===== src/rtl/zombie_wave_scheduler.sv =====
// Game-level controller: level FSM, shared game tick, round-robin zombie spawn
// scheduling over valid/ready, and per-level kill accounting.
module zombie_wave_scheduler #(
  parameter int TICK_DIV          = 500000,
  parameter int GAP_L1            = 120,
  parameter int GAP_L2            = 80,
  parameter int GAP_L3            = 50,
  parameter int ZOMBIES_PER_LEVEL = 5,
  parameter int INTERMISSION      = 180
) (
  input  logic       clk,
  input  logic       reset,
  input  logic       start,
  input  logic [4:0] lane_busy,
  input  logic [4:0] zombie_killed,
  input  logic       zombie_reached_end,
  input  logic       spawn_ready,
  output logic       spawn_valid,
  output logic [2:0] spawn_lane,
  output logic       game_tick,
  output logic [7:0] state,
  output logic [2:0] spawned_count,
  output logic [2:0] killed_count,
  output logic       level_reset
);

  localparam int             TW        = (TICK_DIV > 1) ? $clog2(TICK_DIV) : 1;
  localparam logic [TW-1:0]  TICK_LAST = TW'(TICK_DIV - 1);
  localparam logic [2:0]     ZPL       = 3'(ZOMBIES_PER_LEVEL);
  localparam logic [8:0]     INTER     = 9'(INTERMISSION);

  localparam logic [7:0] S_I     = 8'b0000_0001;
  localparam logic [7:0] S_L1    = 8'b0000_0010;
  localparam logic [7:0] S_NL2   = 8'b0000_0100;
  localparam logic [7:0] S_L2    = 8'b0000_1000;
  localparam logic [7:0] S_NL3   = 8'b0001_0000;
  localparam logic [7:0] S_L3    = 8'b0010_0000;
  localparam logic [7:0] S_DONEL = 8'b0100_0000;
  localparam logic [7:0] S_DONEW = 8'b1000_0000;

  logic [7:0]    state_q, state_d;
  logic [TW-1:0] tick_cnt_q, tick_cnt_d;
  logic          game_tick_q, game_tick_d;
  logic [7:0]    gap_q, gap_d;
  logic [2:0]    spawned_q, spawned_d;
  logic [2:0]    killed_q, killed_d;
  logic          spawn_valid_q, spawn_valid_d;
  logic [2:0]    spawn_lane_q, spawn_lane_d;
  logic [2:0]    ptr_q, ptr_d;
  logic          level_reset_q, level_reset_d;

  logic          in_level, in_inter;
  logic [7:0]    gap_target;
  logic [2:0]    kill_cnt;
  logic [3:0]    kill_sum;
  logic [3:0]    cand;
  logic [7:0]    busy_ext;
  logic          found;
  logic [2:0]    sel_lane;

  always_comb begin
    kill_cnt = '0;
    for (int i = 0; i < 5; i++) begin
      kill_cnt = kill_cnt + {2'b00, zombie_killed[i]};
    end
    kill_sum = {1'b0, killed_q} + {1'b0, kill_cnt};
  end

  // Round-robin search starting at ptr; unused upper slots read as busy.
  always_comb begin
    busy_ext = {3'b111, lane_busy};
    found    = 1'b0;
    sel_lane = '0;
    cand     = '0;
    for (int i = 0; i < 5; i++) begin
      cand = {1'b0, ptr_q} + 4'(i);
      if (cand >= 4'd5) cand = cand - 4'd5;
      if (!found && !busy_ext[cand[2:0]]) begin
        found    = 1'b1;
        sel_lane = cand[2:0];
      end
    end
  end

  always_comb begin
    case (state_q)
      S_L1:    gap_target = 8'(GAP_L1);
      S_L2:    gap_target = 8'(GAP_L2);
      S_L3:    gap_target = 8'(GAP_L3);
      default: gap_target = 8'hFF;
    endcase
  end

  always_comb begin
    state_d       = state_q;
    gap_d         = gap_q;
    spawned_d     = spawned_q;
    killed_d      = killed_q;
    spawn_valid_d = spawn_valid_q;
    spawn_lane_d  = spawn_lane_q;
    ptr_d         = ptr_q;
    level_reset_d = 1'b0;

    game_tick_d = (tick_cnt_q == TICK_LAST);
    tick_cnt_d  = game_tick_d ? '0 : tick_cnt_q + TW'(1);

    in_level = |(state_q & (S_L1 | S_L2 | S_L3));
    in_inter = |(state_q & (S_NL2 | S_NL3));

    case (state_q)
      S_I: if (start) state_d = S_L1;
      S_L1, S_L2, S_L3: begin
        if (zombie_reached_end) begin
          state_d = S_DONEL;
        end else if (killed_q == ZPL && spawned_q == ZPL) begin
          state_d = (state_q == S_L1) ? S_NL2 : (state_q == S_L2) ? S_NL3 : S_DONEW;
        end
      end
      S_NL2, S_NL3: begin
        if (start || (game_tick_q && ({1'b0, gap_q} + 9'd1 >= INTER))) begin
          state_d = (state_q == S_NL2) ? S_L2 : S_L3;
        end
      end
      S_DONEL, S_DONEW: if (start) state_d = S_I;
      default: state_d = S_I;
    endcase

    // Any state entry flushes per-level bookkeeping and any pending spawn.
    if (state_d != state_q) begin
      gap_d         = '0;
      spawned_d     = '0;
      killed_d      = '0;
      spawn_valid_d = 1'b0;
      level_reset_d = |(state_d & (S_I | S_NL2 | S_NL3 | S_DONEL | S_DONEW));
    end else if (in_level) begin
      killed_d = (kill_sum >= {1'b0, ZPL}) ? ZPL : kill_sum[2:0];
      if (spawn_valid_q && spawn_ready) begin
        spawn_valid_d = 1'b0;
        spawned_d     = spawned_q + 3'd1;
        gap_d         = '0;
        ptr_d         = (spawn_lane_q == 3'd4) ? 3'd0 : spawn_lane_q + 3'd1;
      end else if (game_tick_q && gap_q != 8'hFF) begin
        gap_d = gap_q + 8'd1;
      end
      if (!spawn_valid_q && gap_q >= gap_target && spawned_q < ZPL && found) begin
        spawn_valid_d = 1'b1;
        spawn_lane_d  = sel_lane;
      end
    end else if (in_inter) begin
      if (game_tick_q && gap_q != 8'hFF) gap_d = gap_q + 8'd1;
    end
  end

  always_ff @(posedge clk) begin
    if (reset) begin
      state_q       <= S_I;
      tick_cnt_q    <= '0;
      game_tick_q   <= 1'b0;
      gap_q         <= '0;
      spawned_q     <= '0;
      killed_q      <= '0;
      spawn_valid_q <= 1'b0;
      spawn_lane_q  <= '0;
      ptr_q         <= '0;
      level_reset_q <= 1'b1;
    end else begin
      state_q       <= state_d;
      tick_cnt_q    <= tick_cnt_d;
      game_tick_q   <= game_tick_d;
      gap_q         <= gap_d;
      spawned_q     <= spawned_d;
      killed_q      <= killed_d;
      spawn_valid_q <= spawn_valid_d;
      spawn_lane_q  <= spawn_lane_d;
      ptr_q         <= ptr_d;
      level_reset_q <= level_reset_d;
    end
  end

  assign state         = state_q;
  assign game_tick     = game_tick_q;
  assign spawn_valid   = spawn_valid_q;
  assign spawn_lane    = spawn_lane_q;
  assign spawned_count = spawned_q;
  assign killed_count  = killed_q;
  assign level_reset   = level_reset_q;

endmodule


===== config.mk =====
export PLATFORM = sky130hd
export DESIGN_NAME = zombie_wave_scheduler
export DESIGN_NICKNAME = d
export VERILOG_FILES = /design/src/rtl/zombie_wave_scheduler.sv
export SDC_FILE = /design/constraint.sdc
export NUM_CORES = 1
export LEC_CHECK = 0
export ABC_AREA = 1
export CAP_MARGIN = 30
export CELL_PAD_IN_SITES_DETAIL_PLACEMENT = 1
export CELL_PAD_IN_SITES_GLOBAL_PLACEMENT = 1
export CORE_MARGIN = 8
export CORE_UTILIZATION = 33
export CTS_CLUSTER_DIAMETER = 200
export CTS_CLUSTER_SIZE = 10
export DETAILED_ROUTE_END_ITERATION = 10
export PLACE_DENSITY = 0.76
export SLEW_MARGIN = 20
export SYNTH_ARGS = -nofsm -noshare
export SYNTH_HDL_FRONTEND = slang
export SYNTH_SLANG_ARGS = --single-unit

===== constraint.sdc =====
create_clock -name clk -period 2.6 [get_ports clk]
set_input_delay 0.39 -clock clk [delete_from_list [all_inputs] [get_ports clk]]
set_output_delay 0.39 -clock clk [all_outputs]
set_load 0.1 [all_outputs]

==> results.py <==
metrics = {
    "synthesis": {
        "yosysWarningCount": 0,
        "async_flop_share": 0,
        "syn_area_um2": 3984,
        "ys.flop_type": "dfxtp_1",
        "synthDistinctLibCells": 48,
        "synth.largest_area_cell": "dfxtp_1",
        "synth_top_cell_area_share": 0.2513,
        "synth_edf_count": 0,
        "yosysSeqAreaShare": 0.2513,
        "avgSynthCellArea_um2": 6.989,
        "yosys-top-cells-area": "dfxtp_1, nand2_1, ha_1",
        "synth_seq_cells": 50,
        "syn-num-nets": 615,
        "postSynthCellCount": 570,
    },
    "cells_and_area": {
        "fin_util": 0.4078,
        "nets": 667,
        "syn_to_final_growth_pct": 21.92,
        "stdcell_area_um2": 4857,
        "diodes": 0,
        "final_layout_size_suffix_gt1_frac": 0.2552,
    },
    "worst_setup_path": {
        "critical_path.endpoint": "killed_count[1]",
        "worst_setup_path_end_kind": "register",
        "r2r-end": "spawn_lane[1]",
        "cp-start-kind": "input port",
        "crit_required_ns": 2.83,
        "cp_data_arrival_time_ns": 2.72,
        "r2r_slack_ns": 0.15,
        "r2r_cells": 15,
        "crit_type": "input port to register",
        "cp_max_fo": 2,
        "reg2reg_from": "state[7]",
        "startpoint": "zombie_killed[0]",
    },
    "detailed_routing": {
        "avgRoutedWirePerCell_um": 14.79,
        "drt-total-wl_mm": 11.39,
        "drt-met1-wl_mm": 5.135,
        "final_antenna_net_count": 0,
        "top_layer": "met4",
        "viasPerCell": 5.069,
        "firstDrtPassIters": 4,
        "dr_wl_met2_mm": 5.757,
        "drc": 0,
        "drtIter0Drc": 119,
        "vias": 3903,
        "dr_wl_met3_um": 306,
    },
    "timing": {
        "hold_violations": 0,
        "drv_slew": 0,
        "fin_setup_tns_ns": 0,
        "skew_ns": 0.008391,
        "setup_viol_count_final": 0,
        "rsz0062_at_grt": "true",
        "slew_headroom": 0.6760,
        "finalCriticalPeriod_ns": 2.486,
        "fin_crit_sh": 0.9563,
        "worstMarginPinSlew_ns": 0.4854,
        "max_freq_mhz": 402.2,
    },
    "clocking": {
        "clkLatencyLatePin_ns": 0.30,
        "clkTransAtPathRegs_ns": 0.07,
        "cts_tree": "yes",
        "htree_levels": 2,
        "cts_made_buffers": 5,
        "root_buffer": "clkbuf_16",
        "clock_path_buffers": 2,
        "cts.sinks": 50,
    },
    "status": {
        "status": "completed",
    },
    "floorplanning": {
        "initial_core_util": 0.3345,
        "die_x_um": 125.9,
        "die_height_um": 125.9,
        "ios": 35,
        "dieArea_um2": 15840,
        "coreArea_um2": 11910,
        "row_count": 40,
    },
    "global_route": {
        "antenna_found_initial": 0,
        "overflow": 0,
        "grt_max_degree": 17,
        "grt_pass1_vias": 4118,
        "grtUsageTotal": 0.1444,
        "grt_pass1_wl_mm": 19.24,
    },
    "pwr": {
        "power_density_nw_per_um2": 395.6,
        "vdd_drop_max_mv": 0.2381,
        "p_leak_nw": 2.125,
    },
    "job": {
        "cap_violations": 0,
    },
    "place": {
        "routabilityCongestion": 0.8447,
        "dpl_cell_area_um2": 4536,
        "hpwl_mm": 9.057,
        "io_buffers": 34,
    },
    "hold_path": {
        "hold_class": "register to register",
    },
}
[synthesized netlist by cell type, types with 2 or more instances]
cell type  number
nor3_2          3
o21ai_0        11
nand2_4         6
nand3b_1        4
nand3_4         2
nand4_2         3
a21oi_2         3
nand3_1        50
clkbuf_1        4
a221oi_1        2
nand4_1        16
a21oi_1        26
o21ai_1         3
o21ai_2         5
nand3_2         9
ha_1           26
dfxtp_1        50
nand2_1       106
a211oi_2        2
nor3b_1         2
nor2_4          5
nor4_1          3
nand2_2        19
o31ai_1         3
xor2_1         11
o211ai_1        6
nor2_1         57
nor3_1         13
inv_2           9
nor2_2          5
inv_1          80
and3_1          2
xnor2_1         6
fa_1            4
[registers in the layout, summed over array words and instances, names as in the netlist]
register and count:
game_tick 1, ptr_q 3, level_reset 1, spawned_count 3, gap_q 8, spawn_valid 1, tick_cnt_q 19, spawn_lane 3
killed_count 3, state 8
[power by group]
group	switching [W]	total (W)	internal [W]	leakage, nW
combinational	0.000282	0.000420	0.000138	1.64
sequential	0.0000184	0.000802	0.000783	0.409
clock	0.000313	0.000700	0.000387	0.0735
[timing repair]
item,in CTS,in global routing
hold buffers,0,0
setup endpoints to repair,3,7
pin swaps,8,10
buffers inserted,2,3
hold endpoints to repair,0,0
gates resized for setup,13,31
[cells in the final DEF, fill, tap and decap left out, types with 12 or more instances in the layout]
master,netlist,layout
a21oi_1,26,25
buf_4,0,36
dfxtp_1,50,38
dfxtp_2,0,12
ha_1,26,23
inv_1,80,78
nand2_1,106,98
nand2_2,19,27
nand3_1,50,49
nand4_1,16,16
nor2_1,57,57
[area by class of cell]
class / instances / area (um2)
Fill cell: 1522 / 7054
Multi-Input combinational cell: 424 / 2760
Sequential cell: 50 / 1016
Timing Repair Buffer: 50 / 395.4
Inverter: 91 / 346.6
Tap cell: 147 / 183.9
Clock buffer: 6 / 138.9
Clock inverter: 2 / 16.27
[cells by family (layout without fill, tap and decap cells)]
kind of cell / Yosys count / in the layout / share of synthesized area
flip-flops: 50 / 50 / 0.2513
AO/OA/AOI/OAI: 67 / 67 / 0.1065
AND/OR/NAND/NOR: 309 / 309 / 0.4055
buffers and inverters: 96 / 149 / 0.09359
XOR/XNOR: 18 / 18 / 0.04146
adder cells (fa/ha/maj): 30 / 30 / 0.1018
[per-stage QoR]
stage,std cells,hold slack [ns],total power [W],setup slack (ns)
2_1_floorplan,570,0.4176,0.001086,-0.05932
3_3_place_gp,757,0.4308,0.001189,-0.5617
3_5_place_dp,757,0.4537,0.001202,-0.6459
4_1_cts,767,0.4711,0.001926,0.009239
5_1_grt,770,0.4811,0.001999,-0.03082
6_report,770,0.4674,0.001922,0.1135
[how the worst min path moves through the flow]
| stage | startpoint | to | slack, ns | depth (start not counted) |
|---|---|---|---|---|
| 3_3_place_gp | tick_cnt_q[0] | tick_cnt_q[0] | 0.43 | 1 |
| 2_1_floorplan | tick_cnt_q[0] | tick_cnt_q[0] | 0.42 | 1 |
| 3_5_place_dp | tick_cnt_q[0] | tick_cnt_q[0] | 0.45 | 1 |
| 6_report | tick_cnt_q[18] | tick_cnt_q[18] | 0.47 | 2 |
| 5_1_grt | tick_cnt_q[0] | tick_cnt_q[0] | 0.48 | 1 |
| 4_1_cts | tick_cnt_q[18] | tick_cnt_q[18] | 0.47 | 2 |
[worst max-delay path: stages]
cell	delay, ns
buf_2	0.11
fa_1	0.52
inv_1	0.05
fa_1	0.49
inv_2	0.05
ha_4	0.15
fa_2	0.43
o21ai_2	0.19
buf_4	0.13
nand4_1	0.07
a21oi_1	0.14
[routing by layer]
| metal | up-vias | track usage |
|---|---|---|
| li1 | 1962 | - |
| met1 | 1889 | 0.1642 |
| met2 | 39 | 0.2683 |
| met3 | 13 | 0.02278 |
| met4 | 0 | 0.04812 |
| met5 | - | 0 |
Note: power is estimated with default switching activity, not from simulation.
